File: src/rtl/rv32i_pkg.sv
// Shared encodings for the multicycle RV32I controller: opcodes, FSM states,
// opcode classes and ALU operand/operation selects.
package rv32i_pkg;

  localparam int unsigned OPC_W = 7;
  localparam int unsigned SEL_W = 2;

  localparam logic [OPC_W-1:0] OPC_R      = 7'b0110011;
  localparam logic [OPC_W-1:0] OPC_IALU   = 7'b0010011;
  localparam logic [OPC_W-1:0] OPC_LUI    = 7'b0110111;
  localparam logic [OPC_W-1:0] OPC_LOAD   = 7'b0000011;
  localparam logic [OPC_W-1:0] OPC_STORE  = 7'b0100011;
  localparam logic [OPC_W-1:0] OPC_BRANCH = 7'b1100011;

  typedef enum logic [2:0] {
    S_START, S_FETCH, S_DECODE, S_EXEC, S_MEM, S_WB, S_TRAP
  } state_e;

  typedef enum logic [2:0] {
    C_R, C_IALU, C_LUI, C_LOAD, C_STORE, C_BRANCH, C_ILLEGAL
  } opclass_e;

  typedef enum logic [SEL_W-1:0] {
    SRCA_PC = 2'b00, SRCA_OLDPC = 2'b01, SRCA_RS1 = 2'b10, SRCA_ZERO = 2'b11
  } alu_src_a_e;

  typedef enum logic [SEL_W-1:0] {
    SRCB_RS2 = 2'b00, SRCB_FOUR = 2'b01, SRCB_IMM = 2'b10
  } alu_src_b_e;

  typedef enum logic [SEL_W-1:0] {
    ALUOP_ADD = 2'b00, ALUOP_SUB = 2'b01, ALUOP_FUNCT = 2'b10
  } alu_op_e;

endpackage

File: src/rtl/multicycle_ctrl_opclass_decode.sv
// Combinational opcode-to-class mapping; anything unrecognised is ILLEGAL.
module opclass_decode
  import rv32i_pkg::*;
(
  input  logic [6:0] opcode,
  output logic [2:0] cls_c
);

  always_comb begin
    cls_c = C_ILLEGAL;
    case (opcode)
      OPC_R:      cls_c = C_R;
      OPC_IALU:   cls_c = C_IALU;
      OPC_LUI:    cls_c = C_LUI;
      OPC_LOAD:   cls_c = C_LOAD;
      OPC_STORE:  cls_c = C_STORE;
      OPC_BRANCH: cls_c = C_BRANCH;
      default:    cls_c = C_ILLEGAL;
    endcase
  end

endmodule

File: src/rtl/multicycle_ctrl.sv
// Multicycle RV32I control FSM: sequences fetch/decode/exec/mem/writeback and
// drives the datapath enables and selects from state plus the latched class.
module multicycle_ctrl
  import rv32i_pkg::*;
(
  input  logic       clk,
  input  logic       rst_n,
  input  logic [6:0] opcode,
  input  logic       zero,
  input  logic       mem_ready,
  output logic       pc_write,
  output logic       ir_write,
  output logic       reg_write,
  output logic       mem_read,
  output logic       mem_write,
  output logic       mem_to_reg,
  output logic       iord,
  output logic       pc_src,
  output logic [1:0] alu_src_a,
  output logic [1:0] alu_src_b,
  output logic [1:0] alu_op,
  output logic       retire,
  output logic       illegal
);

  state_e     state, state_nxt;
  opclass_e   cls_q;
  opclass_e   cls_dec;
  logic [2:0] cls_raw;

  opclass_decode u_opclass_decode (
    .opcode (opcode),
    .cls_c  (cls_raw)
  );

  assign cls_dec = opclass_e'(cls_raw);

  // State register and class latch; the class is captured at the end of DECODE.
  always_ff @(posedge clk or negedge rst_n) begin
    if (!rst_n) begin
      state <= S_START;
      cls_q <= C_R;
    end else begin
      state <= state_nxt;
      if (state == S_DECODE) cls_q <= cls_dec;
    end
  end

  // Next-state and output decode; outputs follow the state register directly
  // so an asynchronous reset drops memory strobes within the same cycle.
  always_comb begin
    state_nxt  = state;
    pc_write   = 1'b0;
    ir_write   = 1'b0;
    reg_write  = 1'b0;
    mem_read   = 1'b0;
    mem_write  = 1'b0;
    mem_to_reg = 1'b0;
    iord       = 1'b0;
    pc_src     = 1'b0;
    alu_src_a  = SRCA_PC;
    alu_src_b  = SRCB_RS2;
    alu_op     = ALUOP_ADD;
    retire     = 1'b0;
    illegal    = 1'b0;

    case (state)
      S_START: state_nxt = S_FETCH;

      S_FETCH: begin
        mem_read  = 1'b1;
        alu_src_b = SRCB_FOUR;
        ir_write  = mem_ready;
        pc_write  = mem_ready;
        if (mem_ready) state_nxt = S_DECODE;
      end

      S_DECODE: begin
        alu_src_a = SRCA_OLDPC;
        alu_src_b = SRCB_IMM;
        state_nxt = (cls_dec == C_ILLEGAL) ? S_TRAP : S_EXEC;
      end

      S_EXEC: begin
        case (cls_q)
          C_R: begin
            alu_src_a = SRCA_RS1;
            alu_op    = ALUOP_FUNCT;
            state_nxt = S_WB;
          end
          C_IALU: begin
            alu_src_a = SRCA_RS1;
            alu_src_b = SRCB_IMM;
            alu_op    = ALUOP_FUNCT;
            state_nxt = S_WB;
          end
          C_LUI: begin
            alu_src_a = SRCA_ZERO;
            alu_src_b = SRCB_IMM;
            state_nxt = S_WB;
          end
          C_LOAD, C_STORE: begin
            alu_src_a = SRCA_RS1;
            alu_src_b = SRCB_IMM;
            state_nxt = S_MEM;
          end
          C_BRANCH: begin
            alu_src_a = SRCA_RS1;
            alu_op    = ALUOP_SUB;
            pc_src    = 1'b1;
            pc_write  = zero;
            retire    = 1'b1;
            state_nxt = S_FETCH;
          end
          default: state_nxt = S_TRAP;
        endcase
      end

      S_MEM: begin
        iord      = 1'b1;
        mem_read  = (cls_q == C_LOAD);
        mem_write = (cls_q == C_STORE);
        if (mem_ready) begin
          if (cls_q == C_LOAD) begin
            state_nxt = S_WB;
          end else begin
            retire    = 1'b1;
            state_nxt = S_FETCH;
          end
        end
      end

      S_WB: begin
        reg_write  = 1'b1;
        mem_to_reg = (cls_q == C_LOAD);
        retire     = 1'b1;
        state_nxt  = S_FETCH;
      end

      S_TRAP: illegal = 1'b1;

      default: state_nxt = S_START;
    endcase
  end

endmodule

File: config.mk
export PLATFORM = sky130hd
export DESIGN_NAME = multicycle_ctrl
export DESIGN_NICKNAME = d
export VERILOG_FILES = /design/src/rtl/rv32i_pkg.sv /design/src/rtl/multicycle_ctrl_opclass_decode.sv /design/src/rtl/multicycle_ctrl.sv
export SDC_FILE = /design/constraint.sdc
export NUM_CORES = 1
export LEC_CHECK = 0
export ABC_AREA = 1
export CAP_MARGIN = 10
export CORE_ASPECT_RATIO = 0.6
export CORE_MARGIN = 2
export CORE_UTILIZATION = 30
export DETAILED_ROUTE_END_ITERATION = 12
export SYNTH_ARGS = -nofsm -noshare
export SYNTH_HDL_FRONTEND = slang
export SYNTH_HIERARCHICAL = 1
export SYNTH_SLANG_ARGS = --single-unit
File: constraint.sdc
create_clock -name clk -period 1 [get_ports clk]
set_input_delay 0.15 -clock clk [delete_from_list [all_inputs] [get_ports clk]]
set_output_delay 0.15 -clock clk [all_outputs]
set_load 0.1 [all_outputs]
==> results of run 1 <==
[per-stage QoR]
stage / area (µm²) / power, W
finish: 1650 / 0.000723
CTS: 1580 / 0.000722
floorplan: 837 / 0.000278
global placement: 1450 / 0.000338
global route: 1650 / 0.000766
detailed placement: 1450 / 0.000342
[final cells by class]
cell class | count | area [µm²]
timing repair buffer | 62 | 704
multi-input combinational | 86 | 614
fill | 153 | 478
sequential | 6 | 158
inverter | 19 | 93.8
clock buffer | 4 | 45.0
tap | 30 | 37.5
[worst max-delay path: cells and delay by family (launching register included)]
family | cells | cell delay, ps
flops | 1 | 450
simple gates | 4 | 450
buf+inv | 2 | 280
[cells in the mapped netlist]
master,number,area (µm²)
nand3b_1,1,7.51
a21oi_1,3,15.0
inv_2,4,15.0
nand3_1,10,50.1
nor2_1,14,52.6
buf_2,2,10.0
buf_6,1,11.3
nand2_4,1,11.3
a31o_2,1,8.76
nor2_4,3,33.8
o21ai_0,6,30.0
inv_1,15,56.3
buf_4,2,15.0
nor3_1,3,15.0
dfrtp_1,6,150
o21ai_2,1,8.76
nand2_1,39,146
nor2_2,3,18.8
a21boi_1,1,7.51
[power by group through the flow]
| stage | Sequential [W] | Clock [W] | Combinational (W) |
|---|---|---|---|
| floorplan | 0.000247 | 0 | 0.0000309 |
| detailed placement | 0.000247 | 0 | 0.0000949 |
| global placement | 0.000247 | 0 | 0.0000907 |
| CTS | 0.000244 | 0.000387 | 0.0000903 |
| global route | 0.000244 | 0.000421 | 0.000101 |
| finish | 0.000244 | 0.000385 | 0.0000937 |
[flip-flops by register name, summed over array words and instances (netlist names)]
signal,count
cls_q,3
state,3
[cell families (layout without fill, tap and decap cells)]
kind of cell	Yosys count	in the layout	share of synthesized area (%)
simple gates	74	74	50.6
compound gates	12	12	10.6
buf+inv	24	85	16.2
flops	6	6	22.6
[cells in the final DEF (no fill, tap or decap)]
master           count
buf_4               30
inv_1                8
clkbuf_1             1
a21boi_1             1
nand3_4              3
nand3_2              2
a21oi_4              1
dlygate4sd2_1        7
inv_2                5
a31o_2               1
clkdlybuf4s50_1      3
nor2_1               6
nand2_8              1
nand3_1              5
o21ai_1              1
nor2_4               8
o21ai_2              1
nand2_1             28
o21ai_4              1
nor2_2               6
nand2_4              4
dfrtp_2              6
nand2_2              7
a21oi_1              1
buf_6                6
clkinvlp_4           4
clkinv_4             1
inv_4                1
clkbuf_8             3
o21ai_0              4
buf_12              16
nand3b_1             1
nor3_4               3
a21oi_2              1
[worst paths after layout]
| path | startpoint | endpoint | slack (ps) |
|---|---|---|---|
| max in group asynchronous | rst_n | cls_q[1]$_DFFE_PN0P_ | 590 |
| min in group clk | opcode[3] | cls_q[1]$_DFFE_PN0P_ | 610 |
| min reg2reg | cls_q[2]$_DFFE_PN0P_ | cls_q[2]$_DFFE_PN0P_ | 710 |
| max | state[1]$_DFFE_PN0P_ | retire | -560 |
| max reg2reg | state[0]$_DFFE_PN0P_ | state[1]$_DFFE_PN0P_ | -310 |
| min | rst_n | state[0]$_DFFE_PN0P_ | 170 |
[what timing repair did]
item / 4_1_cts / 5_1_grt
gates resized for setup: 29 / 12
endpoints found under the setup margin: 22 / 22
pin swaps: 12 / 6
setup buffers: 4 / 5
[metal layers]
layer	GRT usage, %	vias to the layer above
met5	0	-
met3	3.37	4
met4	2.66	0
met1	27.4	462
li1	-	478
met2	37.5	34
==> reports/results.tsv, run 1 <==
metric	value	unit
outcome	complete, but fails checks	
violations	negative setup slack	
crit_type	register to primary output	
ys_types	19	
yosys_register_bits	6	
timing.final.ws_setup	-562	ps
syn_area_per_cell	5.72	µm²
cap_violations	0	
hold_ws	172	ps
startpoint_type	register	
setup_tns	-9680	ps
dr_wl_met2	1.29	mm
cts_sinks	6	
clk_pin_slew	40	ps
core_area	2130	µm²
worst-r2r-cell-count	6	
switching_share	22.1	%
h-tree-depth	1	
die_area	2610	µm²
skew	1.64	ps
vias_per_cell	4.72	
pwr-share-clk	53.3	%
initial_core_util	31.1	%
post-place-cells	194	
crit_slowest_cell	dfrtp_2	
synth.yosys.warnings	6	
grtUsageTotal	20.7	%
cts_tree	done	
cts_buffers	3	
fp.dieH	40.4	µm
drt-wirelength-per-cell	12.7	µm
clk_path_buf_depth	2	
dp_hpwl	1.90	mm
fin_util	77.6	%
area_growth	149	%
grt_max_degree	8	
dr.pass1.iters	4	
num_antenna_cells	0	
max_slew_margin	80.9	%
cp_cell_sequence	inv_2 > nand2_4 > nor2_4 > nand3_2 > nand3_4 > buf_12	
critPathArrivalTime	1410	ps
fin_crit_sh	156	%
ys_seq_area_share	22.6	%
syn-cell-area	663	µm²
finalCriticalPeriod	1560	ps
seq_power_share	33.7	%
grt_pass1_wl	4.01	mm
ir_worst_vdd	0.356	mV
clock_latency	220	ps
placementRows	13	
die-width	64.7	µm
fin_nets	189	
slew_violations	0	
met3_length	182	µm
switching_power	0.000160	W
syn-num-nets	127	
worst_setup_path_end_kind	primary output	
grt_pass1_vias	914	
antenna_found_initial	0	
place.gp.congestion	0.854	
cpPeakStageDelay	450	ps
ioPinCount	27	
cts_hold_buf	0	
io_buffer_count	26	
netlist_instances	116	
hp-class	input port to async pin	
final_cells	207	
fmax	640	MHz
leakagePower	0.760	nW
place_ws	-663	ps
p_int	0.000563	W
rsz0062_at_grt	yes	
drt-met1-wl	1.14	mm
grt-ovfl-total	0	
finalSetupViolations	22	
vias	978	
drc	0	
combPwrFrac	13.0	%
final_hold_viol_count	0	
cts_root_buffer	clkbuf_8	
highest_layer	met4	
cp_data_required_time	850	ps
drt_iter0_markers	49	
critPathMaxFanout	4	
drive_gt1_share	62.7	%
antenna_left	0	
worst_pin_slew	286	ps
cellPowerDensity	437	nW/µm²
wirelength	2.63	mm
(Power assumes the default switching activity.)
==> run 2: changes to the inputs <==
--- a/config.mk
+++ b/config.mk
@@ -8,10 +8,11 @@
 export ABC_AREA = 1
 export CAP_MARGIN = 10
 export CORE_ASPECT_RATIO = 0.6
-export CORE_MARGIN = 2
 export CORE_UTILIZATION = 30
 export DETAILED_ROUTE_END_ITERATION = 12
+export SETUP_SLACK_MARGIN = 0.3
 export SYNTH_ARGS = -nofsm -noshare
 export SYNTH_HDL_FRONTEND = slang
 export SYNTH_HIERARCHICAL = 1
 export SYNTH_SLANG_ARGS = --single-unit
+export TNS_END_PERCENT = 5
==> reports/results.tsv, run 2 (same netlist as run 1, synthesis figures left out) <==
metric	value	unit	change
violations	negative setup slack		
p_int	0.000556	W	-1.3%
layout_commonest_cell	nand2_1		
path_buf_inv	3		+1
vias_per_cell	4.72		about the same
vias	916		-6.3%
cts_hold_buf	0		unchanged
drive_gt1_share	57.2	%	-5.5 points
die_area	2410	µm²	-7.9%
grt_pass1_vias	904		-1.1%
wirelength	2.49	mm	-5.6%
grt-ovfl-total	0		unchanged
drc	0		unchanged
cp_data_required_time	850	ps	about the same
crit_slowest_cell	dfrtp_2		
num_antenna_cells	0		unchanged
clk_pin_slew	40	ps	about the same
skew	3.25	ps	+1.61 ps
cap_violations	0		unchanged
finalCriticalPeriod	1600	ps	+34.4 ps
clk_path_buf_depth	2		unchanged
initial_core_util	33.7	%	+2.6 points
finalSetupViolations	22		unchanged
drt_iter0_markers	57		+16%
core_area	1970	µm²	-7.7%
timing.final.ws_setup	-596	ps	-34.4 ps
place.gp.congestion	0.792		-7.2%
cp_common_cell	inv_1		
pwr-share-clk	51.5	%	-1.8 points
cts_buffers	3		unchanged
crit_type	register to primary output		
most-common-layout-cells	nand2_1 (30), buf_4 (23), buf_12 (17)		
h-tree-depth	1		unchanged
dpl_cell_area	1400	µm²	-3.4%
dp_hpwl	2.01	mm	+6.0%
dr.pass1.iters	4		unchanged
grtUsageTotal	23.2	%	+2.6 points
ir_worst_vdd	0.282	mV	-21%
reg.largest.list	cls_q x3, state x3		
worst_pin_slew	295	ps	+9.48 ps
cp_cell_sequence	inv_1 > o21ai_0 > a31o_2 > inv_1 > buf_12		
io_buffer_count	26		unchanged
seq_power_share	34.1	%	+0.4 points
combPwrFrac	14.3	%	+1.3 points
clock_latency	230	ps	about the same
fin_crit_sh	160	%	+3.4 points
antenna_found_initial	0		unchanged
drt-wirelength-per-cell	12.8	µm	+0.74%
die-width	62.7	µm	-3.1%
fp.dieH	38.4	µm	-4.9%
leakagePower	0.718	nW	-5.5%
n_fill_cell	138		-9.8%
crit_family	flip-flops		
grt_pass1_wl	4.10	mm	+2.2%
hp-class	input port to async pin		
final_hold_viol_count	0		unchanged
critPathMaxFanout	8		+4
cts_root_buffer	clkbuf_8		
cts_sinks	6		unchanged
fmax	626	MHz	-2.2%
grt_max_degree	9		+1
ioPinCount	27		unchanged
switching_power	0.000159	W	-0.39%
max_slew_margin	80.3	%	-0.67 points
critPathArrivalTime	1450	ps	+40 ps
worst_setup_path_end_kind	primary output		
power	0.000715	W	-1.1%
startpoint_type	register		
cpPeakStageDelay	480	ps	+30 ps
fin_nets	179		-5.3%
cts_tree	done		
slew_violations	0		unchanged
placementRows	12		-1
area_growth	132	%	
outcome	complete, but fails checks		
fin_util	78.2	%	+0.61 points
finalInstanceArea	1540	µm²	-7.0%
antenna_left	0		unchanged
rsz0062_at_grt	yes		
cellPowerDensity	465	nW/µm²	+6.3%
switching_share	22.3	%	+0.17 points
run 2: timing repair:
action                                  CTS  global route
pin swaps                                 8             3
gates resized for setup                  18            12
buffers inserted                          2             0
endpoints found under the setup margin   22            22
run 2: final cells by class:
| class | instances | area (µm²) | area share, % |
|---|---|---|---|
| multi-input combinational | 86 | 588 | 38.2 |
| tap | 28 | 35.0 | 2.28 |
| inverter | 19 | 80.1 | 5.21 |
| timing repair buffer | 52 | 636 | 41.3 |
| sequential | 6 | 158 | 10.3 |
| clock buffer | 3 | 41.3 | 2.69 |
run 2: worst paths after layout:
path / depth (start not counted) / slack [ps] / to / startpoint
hold / removal: 1 / 180 / cls_q[2]$_DFFE_PN0P_ / rst_n
min in group clk: 7 / 500 / cls_q[1]$_DFFE_PN0P_ / opcode[1]
setup / recovery: 5 / -600 / alu_src_b[1] / cls_q[2]$_DFFE_PN0P_
max in group asynchronous: 1 / 570 / state[0]$_DFFE_PN0P_ / rst_n
setup reg to reg: 7 / -260 / state[2]$_DFFE_PN0P_ / state[2]$_DFFE_PN0P_
hold reg to reg: 3 / 710 / cls_q[1]$_DFFE_PN0P_ / cls_q[1]$_DFFE_PN0P_
run 2: metrics by stage:
stage / hold slack, ps / setup WS (ps) / setup TNS (ps) / cells
detailed placement: 414 / -657 / -7760 / 189
floorplan: -146 / -764 / -11850 / 116
finish: 177 / -596 / -9340 / 194
CTS: 179 / -563 / -9330 / 194
global placement: 412 / -573 / -7150 / 189
global route: 192 / -624 / -10700 / 194
run 2: power by group through the flow:
stage          Clock, W  Sequential [W]  Combinational [W]
2_1_floorplan         0        0.000247          0.0000309
3_3_place_gp          0        0.000247          0.0000938
3_5_place_dp          0        0.000247          0.0000977
4_1_cts        0.000376        0.000244          0.0000973
5_1_grt        0.000389        0.000244           0.000110
6_report       0.000368        0.000244           0.000102
run 2: per-layer routing:
| layer | wire [µm] | vias to the layer above | GRT usage [%] |
|---|---|---|---|
| li1 | - | 460 | - |
| met1 | 1130 | 420 | 29.2 |
| met2 | 1200 | 36 | 42.9 |
| met3 | 163 | 0 | 5.36 |
| met4 | 0 | 0 | 1.74 |
| met5 | 0 | - | 0 |
==> run 3: changes to the inputs <==
--- a/config.mk
+++ b/config.mk
@@ -9,6 +9,8 @@
 export CAP_MARGIN = 10
 export CORE_ASPECT_RATIO = 0.6
 export CORE_UTILIZATION = 30
+export CTS_CLUSTER_DIAMETER = 150
+export CTS_CLUSTER_SIZE = 8
 export DETAILED_ROUTE_END_ITERATION = 12
 export SETUP_SLACK_MARGIN = 0.3
 export SYNTH_ARGS = -nofsm -noshare
==> results of run 3 <==
Same layout as run 2: the final DEF is identical, and so are final timing and power.
